--- src/rtl/clock_phase_gen_pkg.sv ---
// Shared types, width helpers and legality ranges for the phase sequencer.
// The module parameters drive the actual widths; the defaults are exported for users.
package clock_phase_pkg;

  typedef enum logic [1:0] {
    ST_IDLE = 2'd0,
    ST_ACT  = 2'd1,
    ST_GAP  = 2'd2
  } state_e;

  localparam int NPHASE_MIN    = 2;
  localparam int NPHASE_MAX    = 8;
  localparam int PHASE_CYC_MIN = 1;
  localparam int GAP_CYC_MIN   = 1;
  localparam int BIT_TIMES_MIN = 2;
  localparam int FANOUT_MIN    = 1;

  function automatic int bit_w(input int bit_times);
    return $clog2(bit_times);
  endfunction

  // Cycle counter must hold the larger of the two phase lengths.
  function automatic int cnt_w(input int phase_cyc, input int gap_cyc);
    int m;
    m = (phase_cyc > gap_cyc) ? phase_cyc : gap_cyc;
    return $clog2(m + 1);
  endfunction

  function automatic int idx_w(input int nphase);
    return $clog2(nphase);
  endfunction

  function automatic bit params_ok(input int nphase, input int phase_cyc,
                                   input int gap_cyc, input int bit_times,
                                   input int fanout);
    return (nphase >= NPHASE_MIN) && (nphase <= NPHASE_MAX) &&
           (phase_cyc >= PHASE_CYC_MIN) && (gap_cyc >= GAP_CYC_MIN) &&
           (bit_times >= BIT_TIMES_MIN) && (fanout >= FANOUT_MIN);
  endfunction

  localparam int BW_DEFAULT = bit_w(14);
  localparam int CW_DEFAULT = cnt_w(3, 1);

endpackage

--- src/rtl/clock_phase_gen_fanout.sv ---
// Registers the next-cycle phase vector into PH, PHN and the replicated PH_FAN
// copies together, so every copy switches on the same edge as PH.
module phase_fanout #(
  parameter int NPHASE = 4,
  parameter int FANOUT = 8
) (
  input  logic                     CLK,
  input  logic                     RST_N,
  input  logic [NPHASE-1:0]        ph_d,
  output logic [NPHASE-1:0]        ph,
  output logic [NPHASE-1:0]        phn,
  output logic [NPHASE*FANOUT-1:0] ph_fan
);

  logic [NPHASE-1:0]        ph_q, phn_q;
  logic [NPHASE*FANOUT-1:0] fan_q, fan_d;

  always_comb begin
    fan_d = '0;
    for (int k = 0; k < NPHASE; k++) begin
      for (int j = 0; j < FANOUT; j++) begin
        fan_d[k*FANOUT+j] = ph_d[k];
      end
    end
  end

  always_ff @(posedge CLK or negedge RST_N) begin
    if (!RST_N) begin
      ph_q  <= '0;
      phn_q <= '1;
      fan_q <= '0;
    end else begin
      ph_q  <= ph_d;
      phn_q <= ~ph_d;
      fan_q <= fan_d;
    end
  end

  assign ph     = ph_q;
  assign phn    = phn_q;
  assign ph_fan = fan_q;

endmodule

--- src/rtl/clock_phase_gen.sv ---
// Non-overlapping multi-phase clock enable sequencer with bit-time counter,
// run / stop-at-bit-boundary / single-step control and buffered phase copies.
module clock_phase_gen
  import clock_phase_pkg::*;
#(
  parameter int NPHASE    = 4,
  parameter int PHASE_CYC = 3,
  parameter int GAP_CYC   = 1,
  parameter int BIT_TIMES = 14,
  parameter int FANOUT    = 8
) (
  input  logic                         CLK,
  input  logic                         RST_N,
  input  logic                         RUN,
  input  logic                         STEP,
  output logic [NPHASE-1:0]            PH,
  output logic [NPHASE-1:0]            PHN,
  output logic [NPHASE*FANOUT-1:0]     PH_FAN,
  output logic [$clog2(BIT_TIMES)-1:0] BIT_TIME,
  output logic                         BIT_SYNC,
  output logic                         BUSY
);

  localparam int BW = bit_w(BIT_TIMES);
  localparam int CW = cnt_w(PHASE_CYC, GAP_CYC);
  localparam int PW = idx_w(NPHASE);

  localparam logic [CW-1:0] ACT_LAST = CW'(PHASE_CYC - 1);
  localparam logic [CW-1:0] GAP_LAST = CW'(GAP_CYC - 1);
  localparam logic [PW-1:0] PH_LAST  = PW'(NPHASE - 1);
  localparam logic [BW-1:0] BT_LAST  = BW'(BIT_TIMES - 1);

  if (!params_ok(NPHASE, PHASE_CYC, GAP_CYC, BIT_TIMES, FANOUT)) begin : g_bad_params
    $error("clock_phase_gen: parameter out of legal range");
  end

  state_e            state_q, state_d;
  logic [PW-1:0]     phase_q, phase_d;
  logic [CW-1:0]     cnt_q, cnt_d;
  logic [BW-1:0]     bit_q, bit_d;
  logic              sync_q, sync_d;
  logic              busy_q, busy_d;
  logic [NPHASE-1:0] ph_d;

  always_comb begin
    state_d = state_q;
    phase_d = phase_q;
    cnt_d   = cnt_q;
    bit_d   = bit_q;
    unique case (state_q)
      ST_IDLE: begin
        // RUN and STEP together start the same way; only RUN decides continuation.
        if (RUN || STEP) begin
          state_d = ST_ACT;
          phase_d = '0;
          cnt_d   = '0;
        end
      end
      ST_ACT: begin
        if (cnt_q == ACT_LAST) begin
          state_d = ST_GAP;
          cnt_d   = '0;
        end else begin
          cnt_d = cnt_q + CW'(1);
        end
      end
      ST_GAP: begin
        if (cnt_q == GAP_LAST) begin
          cnt_d = '0;
          if (phase_q == PH_LAST) begin
            bit_d   = (bit_q == BT_LAST) ? '0 : bit_q + BW'(1);
            phase_d = '0;
            state_d = RUN ? ST_ACT : ST_IDLE;
          end else begin
            phase_d = phase_q + PW'(1);
            state_d = ST_ACT;
          end
        end else begin
          cnt_d = cnt_q + CW'(1);
        end
      end
      default: begin
        state_d = ST_IDLE;
        phase_d = '0;
        cnt_d   = '0;
      end
    endcase

    // Outputs are decoded from the next state so they land on the transition edge.
    busy_d = (state_d != ST_IDLE);
    sync_d = (state_d == ST_ACT) && (state_q != ST_ACT) &&
             (phase_d == '0) && (bit_d == '0);
    for (int k = 0; k < NPHASE; k++) begin
      ph_d[k] = (state_d == ST_ACT) && (phase_d == PW'(k));
    end
  end

  always_ff @(posedge CLK or negedge RST_N) begin
    if (!RST_N) begin
      state_q <= ST_IDLE;
      phase_q <= '0;
      cnt_q   <= '0;
      bit_q   <= '0;
      sync_q  <= 1'b0;
      busy_q  <= 1'b0;
    end else begin
      state_q <= state_d;
      phase_q <= phase_d;
      cnt_q   <= cnt_d;
      bit_q   <= bit_d;
      sync_q  <= sync_d;
      busy_q  <= busy_d;
    end
  end

  phase_fanout #(
    .NPHASE (NPHASE),
    .FANOUT (FANOUT)
  ) u_fanout (
    .CLK    (CLK),
    .RST_N  (RST_N),
    .ph_d   (ph_d),
    .ph     (PH),
    .phn    (PHN),
    .ph_fan (PH_FAN)
  );

  assign BIT_TIME = bit_q;
  assign BIT_SYNC = sync_q;
  assign BUSY     = busy_q;

endmodule

--- config.mk ---
export PLATFORM = sky130hd
export DESIGN_NAME = clock_phase_gen
export DESIGN_NICKNAME = d
export VERILOG_FILES = /design/src/rtl/clock_phase_gen_pkg.sv /design/src/rtl/clock_phase_gen_fanout.sv /design/src/rtl/clock_phase_gen.sv
export SDC_FILE = /design/constraint.sdc
export NUM_CORES = 1
export LEC_CHECK = 0
export BUFFER_PORTS_ARGS = -buffer_cell sky130_fd_sc_hd__buf_2
export CAP_MARGIN = 0
export CELL_PAD_IN_SITES_DETAIL_PLACEMENT = 0
export CELL_PAD_IN_SITES_GLOBAL_PLACEMENT = 2
export CORE_ASPECT_RATIO = 1.75
export CORE_MARGIN = 4
export CORE_UTILIZATION = 31
export CTS_CLUSTER_SIZE = 25
export DETAILED_ROUTE_END_ITERATION = 8
export PLACE_DENSITY = 0.85
export SLEW_MARGIN = 10
export SYNTH_ARGS = -nofsm -noshare
export SYNTH_HDL_FRONTEND = slang
export SYNTH_SLANG_ARGS = --single-unit
--- constraint.sdc ---
create_clock -name CLK -period 3.34 [get_ports CLK]
set_input_delay 0.334 -clock CLK [delete_from_list [all_inputs] [get_ports CLK]]
set_output_delay 0.334 -clock CLK [all_outputs]
set_load 0.01 [all_outputs]
==> reports/metrics.json, run 1 <==
{
  "post_cts_hold_buffer_count": {"value": 0},
  "fill_cells": {"value": 440},
  "worst_hold_check_path_type": {"value": "input pin to asynchronous set/reset pin"},
  "p_sw": {"value": 357, "unit": "uW"},
  "grt_pass1_wl": {"value": 3790, "unit": "um"},
  "die_y": {"value": 94.1, "unit": "um"},
  "synthesis.instances": {"value": 126},
  "io-pin-count": {"value": 50},
  "clock_tree.htree_level_count": {"value": 1},
  "placeableCoreArea": {"value": 0.00411, "unit": "mm^2"},
  "drt-vias-per-instance": {"value": 4.73},
  "unrepaired_setup_endpoints_after_global_routing": {"value": "false"},
  "report.final.hold_viol_count": {"value": 0},
  "die_w": {"value": 57.2, "unit": "um"},
  "syn_nets": {"value": 139},
  "critPathLaunch": {"value": "cnt_q[0]"},
  "antennaDiodeCount": {"value": 0},
  "vdd.ir_drop.worst": {"value": 0.418, "unit": "mV"},
  "postSynthRegisterBits": {"value": 20},
  "area_growth": {"value": 9.25, "unit": "%"},
  "sequential_area_share_after_synthesis": {"value": 0.385},
  "aggregate_negative_setup_slack": {"value": 0, "unit": "ns"},
  "critPathArrivalTime": {"value": 2.10, "unit": "ns"},
  "syn_area_per_cell": {"value": 10.4, "unit": "um^2"},
  "netlist_area": {"value": 0.00131, "unit": "mm^2"},
  "cts_resizes": {"value": 0},
  "row_count": {"value": 31},
  "initial_antenna_violation_count": {"value": 0},
  "global_route.usage.total": {"value": 0.0878},
  "cts_root_buffer": {"value": "clkbuf_8"},
  "drt_wl_total": {"value": 2350, "unit": "um"},
  "detail_route.drc_violations": {"value": 0},
  "ys.flop_type": {"value": "dfrtp_1"},
  "cellLeakagePower": {"value": 0.781, "unit": "nW"},
  "detailed_place.area": {"value": 0.00136, "unit": "mm^2"},
  "detail-route-antenna-nets": {"value": 0},
  "timing.setup.critical_path_class": {"value": "register to register"},
  "tritoncts_num_sinks": {"value": 20},
  "starting_density_of_the_core": {"value": 0.319},
  "power_per_cell_area": {"value": 699, "unit": "mW/mm^2"},
  "synth-edff-count": {"value": 0},
  "power.switching_fraction": {"value": 0.356},
  "period_needed": {"value": 1.95, "unit": "ns"},
  "first_global_vias": {"value": 853},
  "final_min_period_over_clock_period": {"value": 0.584},
  "grt_overflow_total": {"value": 0},
  "place_hpwl": {"value": 1900, "unit": "um"},
  "layout_nets": {"value": 159},
  "seq_power_share": {"value": 0.323},
  "crit_required": {"value": 3.49, "unit": "ns"},
  "clock_latency": {"value": 0.26, "unit": "ns"},
  "clock_power_share": {"value": 0.240},
  "tightestPinTransition": {"value": 0.446, "unit": "ns"},
  "postCtsSetupRepairBufs": {"value": 0},
  "numCtsBuffers": {"value": 3},
  "post_synth_num_cell_types": {"value": 37},
  "timing.clock.skew": {"value": 0.00649, "unit": "ns"},
  "grt_max_degree": {"value": 21},
  "rr_worst_depth": {"value": 7},
  "asyncSetResetFlopFracSynth": {"value": 1.00},
  "worstPathMaxFanout": {"value": 10},
  "tritoncts": {"value": "built"},
  "number_of_endpoints_failing_setup_at_the_final_stage": {"value": 0},
  "slew-limit-headroom": {"value": 0.703},
  "worst_r2r_endpoint": {"value": "u_fanout.ph_fan[24]"},
  "pwr-share-comb": {"value": 0.438},
  "reg2reg_setup_slack": {"value": 1.39, "unit": "ns"},
  "buffer_ports.inserted": {"value": 49},
  "drive_above_1_share": {"value": 0.448},
  "clk_transition_reported_paths": {"value": 0.08, "unit": "ns"},
  "dieArea": {"value": 0.00538, "unit": "mm^2"},
  "drtPass1Iterations": {"value": 3},
  "cp-start-kind": {"value": "register"},
  "internal-power": {"value": 646, "unit": "uW"},
  "route.vias.total": {"value": 917},
  "final_design_area_no_fill": {"value": 0.00143, "unit": "mm^2"},
  "yosys_warning_count": {"value": 0},
  "max-cap-violations": {"value": 0},
  "critical_path.endpoint_type": {"value": "register"},
  "gpl.final_weighted_congestion": {"value": 0.770},
  "first_iter_violations": {"value": 18},
  "worst_r2r_startpoint": {"value": "cnt_q[0]"},
  "max-clock-path-buffers": {"value": 2},
  "final_max_tran_viols": {"value": 0},
  "status": {"value": "finished, final reports clean"},
  "fmax": {"value": 0.513, "unit": "GHz"},
  "drt-wirelength-per-cell": {"value": 12.1, "unit": "um"}
}
[stage by stage]
step           instances  hold WS [ns]  power (mW)   util  setup slack [ns]
6_report             194        0.0110        1.00  0.349              1.39
5_1_grt              194        0.0410        1.08  0.349              1.26
3_3_place_gp         190         0.301       0.765  0.331              1.47
3_5_place_dp         190         0.311       0.775  0.331              1.41
2_1_floorplan        126        0.0384       0.726      -              1.62
4_1_cts              194        0.0278        1.02  0.349              1.40
[per-layer routing]
metal | track usage | routed length (um) | vias up
met5 | 0 | 0 | -
met4 | 0.0290 | 30 | 0
met3 | 0.00825 | 186 | 4
met2 | 0.175 | 1300 | 39
met1 | 0.0924 | 833 | 431
li1 | - | - | 443
[power by group through the flow]
| stage | Combinational (mW) | Sequential (mW) | Clock [mW] |
|---|---|---|---|
| finish | 0.439 | 0.323 | 0.240 |
| global route | 0.486 | 0.332 | 0.258 |
| CTS | 0.446 | 0.325 | 0.249 |
| detailed placement | 0.445 | 0.330 | 0 |
| global placement | 0.441 | 0.325 | 0 |
| floorplan | 0.388 | 0.337 | 0 |
[logic make-up after synthesis]
| logic type | synth area share |
|---|---|
| AOI/OAI and AO/OA | 0.137 |
| xor gates and xnor gates | 0.00667 |
| adders and majority gates | 0.0858 |
| buffers and inverters | 0.213 |
| DFF | 0.385 |
| muxes | 0.0114 |
| and+or+nand+nor | 0.161 |
[worst max path at each step]
stage	endpoint	slack, ns	cells after the start
after floorplan	BIT_SYNC	1.62	7
after global placement	u_fanout.ph_fan[23]	1.47	7
after detailed placement	u_fanout.ph_fan[24]	1.41	7
after CTS	u_fanout.ph_fan[24]	1.40	7
after global routing	u_fanout.ph_fan[24]	1.26	7
final	u_fanout.ph_fan[24]	1.39	7
[layout make-up]
| cell class | count | area, um^2 | area share |
|---|---|---|---|
| clock buffers | 3 | 41.3 | 0.0288 |
| clock inverters | 1 | 30.0 | 0.0209 |
| inverters | 6 | 22.5 | 0.0157 |
| multi-input cells | 66 | 528 | 0.368 |
| flip-flops and latches | 20 | 505 | 0.353 |
| well taps | 49 | 61.3 | 0.0428 |
| repair buffers | 49 | 245 | 0.171 |
[layout by cell type (no fill, tap or decap), drive strengths merged, types with 3 or more instances in the layout]
cell	synthesis	routed
buf	34	49
dfrtp	16	16
ha	9	9
nand3	7	7
inv	6	6
nand2	6	6
o21ai	5	5
and3	5	5
nor2	4	4
dfstp	4	4
clkbuf	0	3
[worst max-delay path, stage by stage (launching register included)]
cell     delay, ns
dfrtp_1       0.40
inv_1         0.11
ha_1          0.36
and2b_1       0.27
nor3_4        0.21
o22a_2        0.22
inv_1         0.09
and3_1        0.17
[sequential cells by signal, summed over array words and instances, names as in the netlist]
register         flops
u_fanout.phn         4
u_fanout.ph_fan      4
BIT_TIME             4
BUSY                 1
phase_q              2
cnt_q                2
BIT_SYNC             1
state_q              2
[cell usage after synthesis, types with 2 or more instances]
cell | number | area (um^2)
a22o_1 | 2 | 17.5
buf_4 | 32 | 240
dfrtp_1 | 16 | 400
dfstp_2 | 4 | 105
o211ai_1 | 2 | 15.0
nand2b_1 | 2 | 12.5
nor2_1 | 4 | 15.0
a221o_1 | 2 | 20.0
o21ai_0 | 5 | 25.0
nand2_1 | 6 | 22.5
inv_1 | 6 | 22.5
a22oi_1 | 2 | 15.0
and3_1 | 5 | 31.3
nand3_1 | 7 | 35.0
ha_1 | 9 | 113
No activity file was read; power rests on OpenSTA's default activity.
==> inputs of run 2 (changes only) <==
--- a/config.mk
+++ b/config.mk
@@ -11,10 +11,10 @@
 export CELL_PAD_IN_SITES_GLOBAL_PLACEMENT = 2
 export CORE_ASPECT_RATIO = 1.75
 export CORE_MARGIN = 4
-export CORE_UTILIZATION = 31
+export CORE_UTILIZATION = 29
 export CTS_CLUSTER_SIZE = 25
 export DETAILED_ROUTE_END_ITERATION = 8
-export PLACE_DENSITY = 0.85
+export PLACE_DENSITY = 0.8
 export SLEW_MARGIN = 10
 export SYNTH_ARGS = -nofsm -noshare
 export SYNTH_HDL_FRONTEND = slang
==> constraint.sdc (replaced) <==
create_clock -name CLK -period 1.94 [get_ports CLK]
set_input_delay 0.194 -clock CLK [delete_from_list [all_inputs] [get_ports CLK]]
set_output_delay 0.194 -clock CLK [all_outputs]
set_load 0.01 [all_outputs]
==> reports/metrics.json, run 2 (synthesis gave the netlist of run 1 again) <==
{
  "status": {"value": "finished, final reports clean"},
  "timing.clock.skew": {"value": 0.00485, "unit": "ns"},
  "placeableCoreArea": {"value": 0.00440, "unit": "mm^2"},
  "place_hpwl": {"value": 2050, "unit": "um"},
  "critical_path.n_buffers_inverters": {"value": 2},
  "timing.setup.critical_path_class": {"value": "register to register"},
  "reg2reg_setup_slack": {"value": 0.11, "unit": "ns"},
  "max-clock-path-buffers": {"value": 2},
  "final_core_util": {"value": 0.340},
  "dieArea": {"value": 0.00571, "unit": "mm^2"},
  "critPathArrivalTime": {"value": 1.97, "unit": "ns"},
  "timing.final.ws_setup": {"value": 0.115, "unit": "ns"},
  "aggregate_negative_setup_slack": {"value": 0, "unit": "ns"},
  "sequential_cell_area": {"value": 505, "unit": "um^2"},
  "slowest_stage": {"value": "dfrtp_1"},
  "mostFrequentLayoutCell": {"value": "buf_2"},
  "gpl.final_weighted_congestion": {"value": 0.816},
  "path_delay_family": {"value": "simple AND/OR/NAND/NOR gates"},
  "cp-start-kind": {"value": "register"},
  "critical_path.endpoint_type": {"value": "register"},
  "internal-power": {"value": 1.15, "unit": "mW"},
  "seq_power_share": {"value": 0.311},
  "cellLeakagePower": {"value": 0.813, "unit": "nW"},
  "globalRouteMet2Util": {"value": 0.172},
  "drtPass1Iterations": {"value": 4},
  "worst_r2r_startpoint": {"value": "cnt_q[0]"},
  "timing.critical_path.slowest_cell_delay": {"value": 0.41, "unit": "ns"},
  "antennaDiodeCount": {"value": 0},
  "drive_above_1_share": {"value": 0.487},
  "crit_path_cell_trace": {"value": "inv_1, ha_2, and2b_1, nor3_4, o22a_2, inv_1, and3_1"},
  "pwr-share-comb": {"value": 0.457},
  "fill_cells": {"value": 466},
  "grt_overflow_total": {"value": 0},
  "first_global_vias": {"value": 966},
  "clock_tree.htree_level_count": {"value": 1},
  "detail-route-antenna-nets": {"value": 0},
  "gr-usage-met1": {"value": 0.0838},
  "drt-vias-per-instance": {"value": 4.72},
  "vdd.ir_drop.worst": {"value": 0.512, "unit": "mV"},
  "cp.depth": {"value": 7},
  "report.final.hold_viol_count": {"value": 0},
  "area_growth": {"value": 14.1, "unit": "%"},
  "tritoncts": {"value": "built"},
  "first_iter_violations": {"value": 19},
  "buffer_ports.inserted": {"value": 49},
  "clock_power_share": {"value": 0.232},
  "placed_insts": {"value": 196},
  "grt_pass1_wl": {"value": 4130, "unit": "um"},
  "power.switching_fraction": {"value": 0.358},
  "cts_root_buffer": {"value": "clkbuf_8"},
  "starting_density_of_the_core": {"value": 0.298},
  "global_route.peak_usage_layer": {"value": "met2"},
  "crit_required": {"value": 2.09, "unit": "ns"},
  "max-cap-violations": {"value": 0},
  "layout_common_cells": {"value": "buf_2, dfrtp_1, nand3_1, ha_1"},
  "fin_total_pwr": {"value": 1.80, "unit": "mW"},
  "area_of_combinational_cells_with_multiple_inputs": {"value": 534, "unit": "um^2"},
  "initial_antenna_violation_count": {"value": 0},
  "drt_wl_total": {"value": 2580, "unit": "um"},
  "tritoncts_num_sinks": {"value": 20},
  "worst_path_most_repeated_cell": {"value": "inv_1"},
  "worst_r2r_endpoint": {"value": "u_fanout.ph_fan[23]"},
  "global_route.usage.met3": {"value": 0.0160},
  "worstPathMaxFanout": {"value": 6},
  "numCtsBuffers": {"value": 3},
  "row_count": {"value": 32},
  "detail_route.drc_violations": {"value": 0},
  "global_route.usage.total": {"value": 0.0911},
  "power_per_cell_area": {"value": 1200, "unit": "mW/mm^2"},
  "die_y": {"value": 97.0, "unit": "um"},
  "critPathLaunch": {"value": "cnt_q[0]"},
  "finish.cell_count_without_fillers": {"value": 203},
  "rr_worst_depth": {"value": 7},
  "period_needed": {"value": 1.83, "unit": "ns"},
  "clock_latency": {"value": 0.26, "unit": "ns"},
  "grt_max_degree": {"value": 21},
  "io-pin-count": {"value": 50},
  "layout_nets": {"value": 166},
  "tightestPinTransition": {"value": 0.456, "unit": "ns"},
  "clk_transition_reported_paths": {"value": 0.08, "unit": "ns"},
  "final_max_tran_viols": {"value": 0},
  "final_min_period_over_clock_period": {"value": 0.941},
  "drt-wirelength-per-cell": {"value": 12.7, "unit": "um"},
  "route.vias.total": {"value": 958},
  "number_of_endpoints_failing_setup_at_the_final_stage": {"value": 0},
  "fmax": {"value": 0.548, "unit": "GHz"},
  "slew-limit-headroom": {"value": 0.696},
  "worst_setup_path_endpoint": {"value": "u_fanout.ph_fan[23]"},
  "pre_cts_ws": {"value": 0.0754, "unit": "ns"},
  "die_w": {"value": 58.9, "unit": "um"},
  "p_sw": {"value": 644, "unit": "uW"},
  "worst_hold_check_path_type": {"value": "input pin to asynchronous set/reset pin"}
}
-- run 2: cell types whose count changed in the layout (fill, tap and decap cells not counted) --
cell / delta
ha_1: -2
buf_4: +6
ha_2: +2
dlygate4sd3_1: +1
and3_1: -1
and3_2: +1
-- run 2: final cells by class --
type / count / area share
clock inverter: 1 / 0.0201
sequential: 20 / 0.338
multi-input combinational: 66 / 0.357
clock buffer: 3 / 0.0276
tap: 51 / 0.0426
timing repair buffer: 56 / 0.201
inverter: 6 / 0.0150
-- run 2: timing repair --
action | in CTS | in global routing
setup endpoints to repair | 0 | 6
resized for setup | 0 | 3
setup buffers | 0 | 2
hold buffers | 1 | 0
endpoints found under the hold margin | 16 | 0
-- run 2: worst min path at each step --
stage,depth (start not counted),endpoint
after floorplan,0,BIT_SYNC
after global placement,1,BIT_TIME[3]
after detailed placement,1,BIT_TIME[1]
after CTS,4,cnt_q[1]
after global routing,2,BIT_SYNC
final,2,BIT_TIME[3]
-- run 2: per-stage QoR --
stage                     hold slack, ns  area, um^2
final                              0.415        1500
after global routing               0.459        1500
after CTS                          0.388        1480
after detailed placement           0.173        1400
after global placement             0.173        1400
after floorplan                   -0.102        1310
-- run 2: routing by layer --
| layer | up-vias | wire [um] |
|---|---|---|
| li1 | 457 | - |
| met1 | 458 | 902 |
| met2 | 39 | 1430 |
| met3 | 4 | 200 |
| met4 | 0 | 53 |
| met5 | - | 0 |
-- run 2: power groups by stage --
| stage | combinational, mW | sequential (mW) | clock, mW |
|---|---|---|---|
| finish | 0.822 | 0.558 | 0.417 |
| detailed placement | 0.815 | 0.566 | 0 |
| floorplan | 0.669 | 0.581 | 0 |
| global placement | 0.807 | 0.559 | 0 |
| global route | 0.898 | 0.572 | 0.448 |
| CTS | 0.817 | 0.557 | 0.434 |
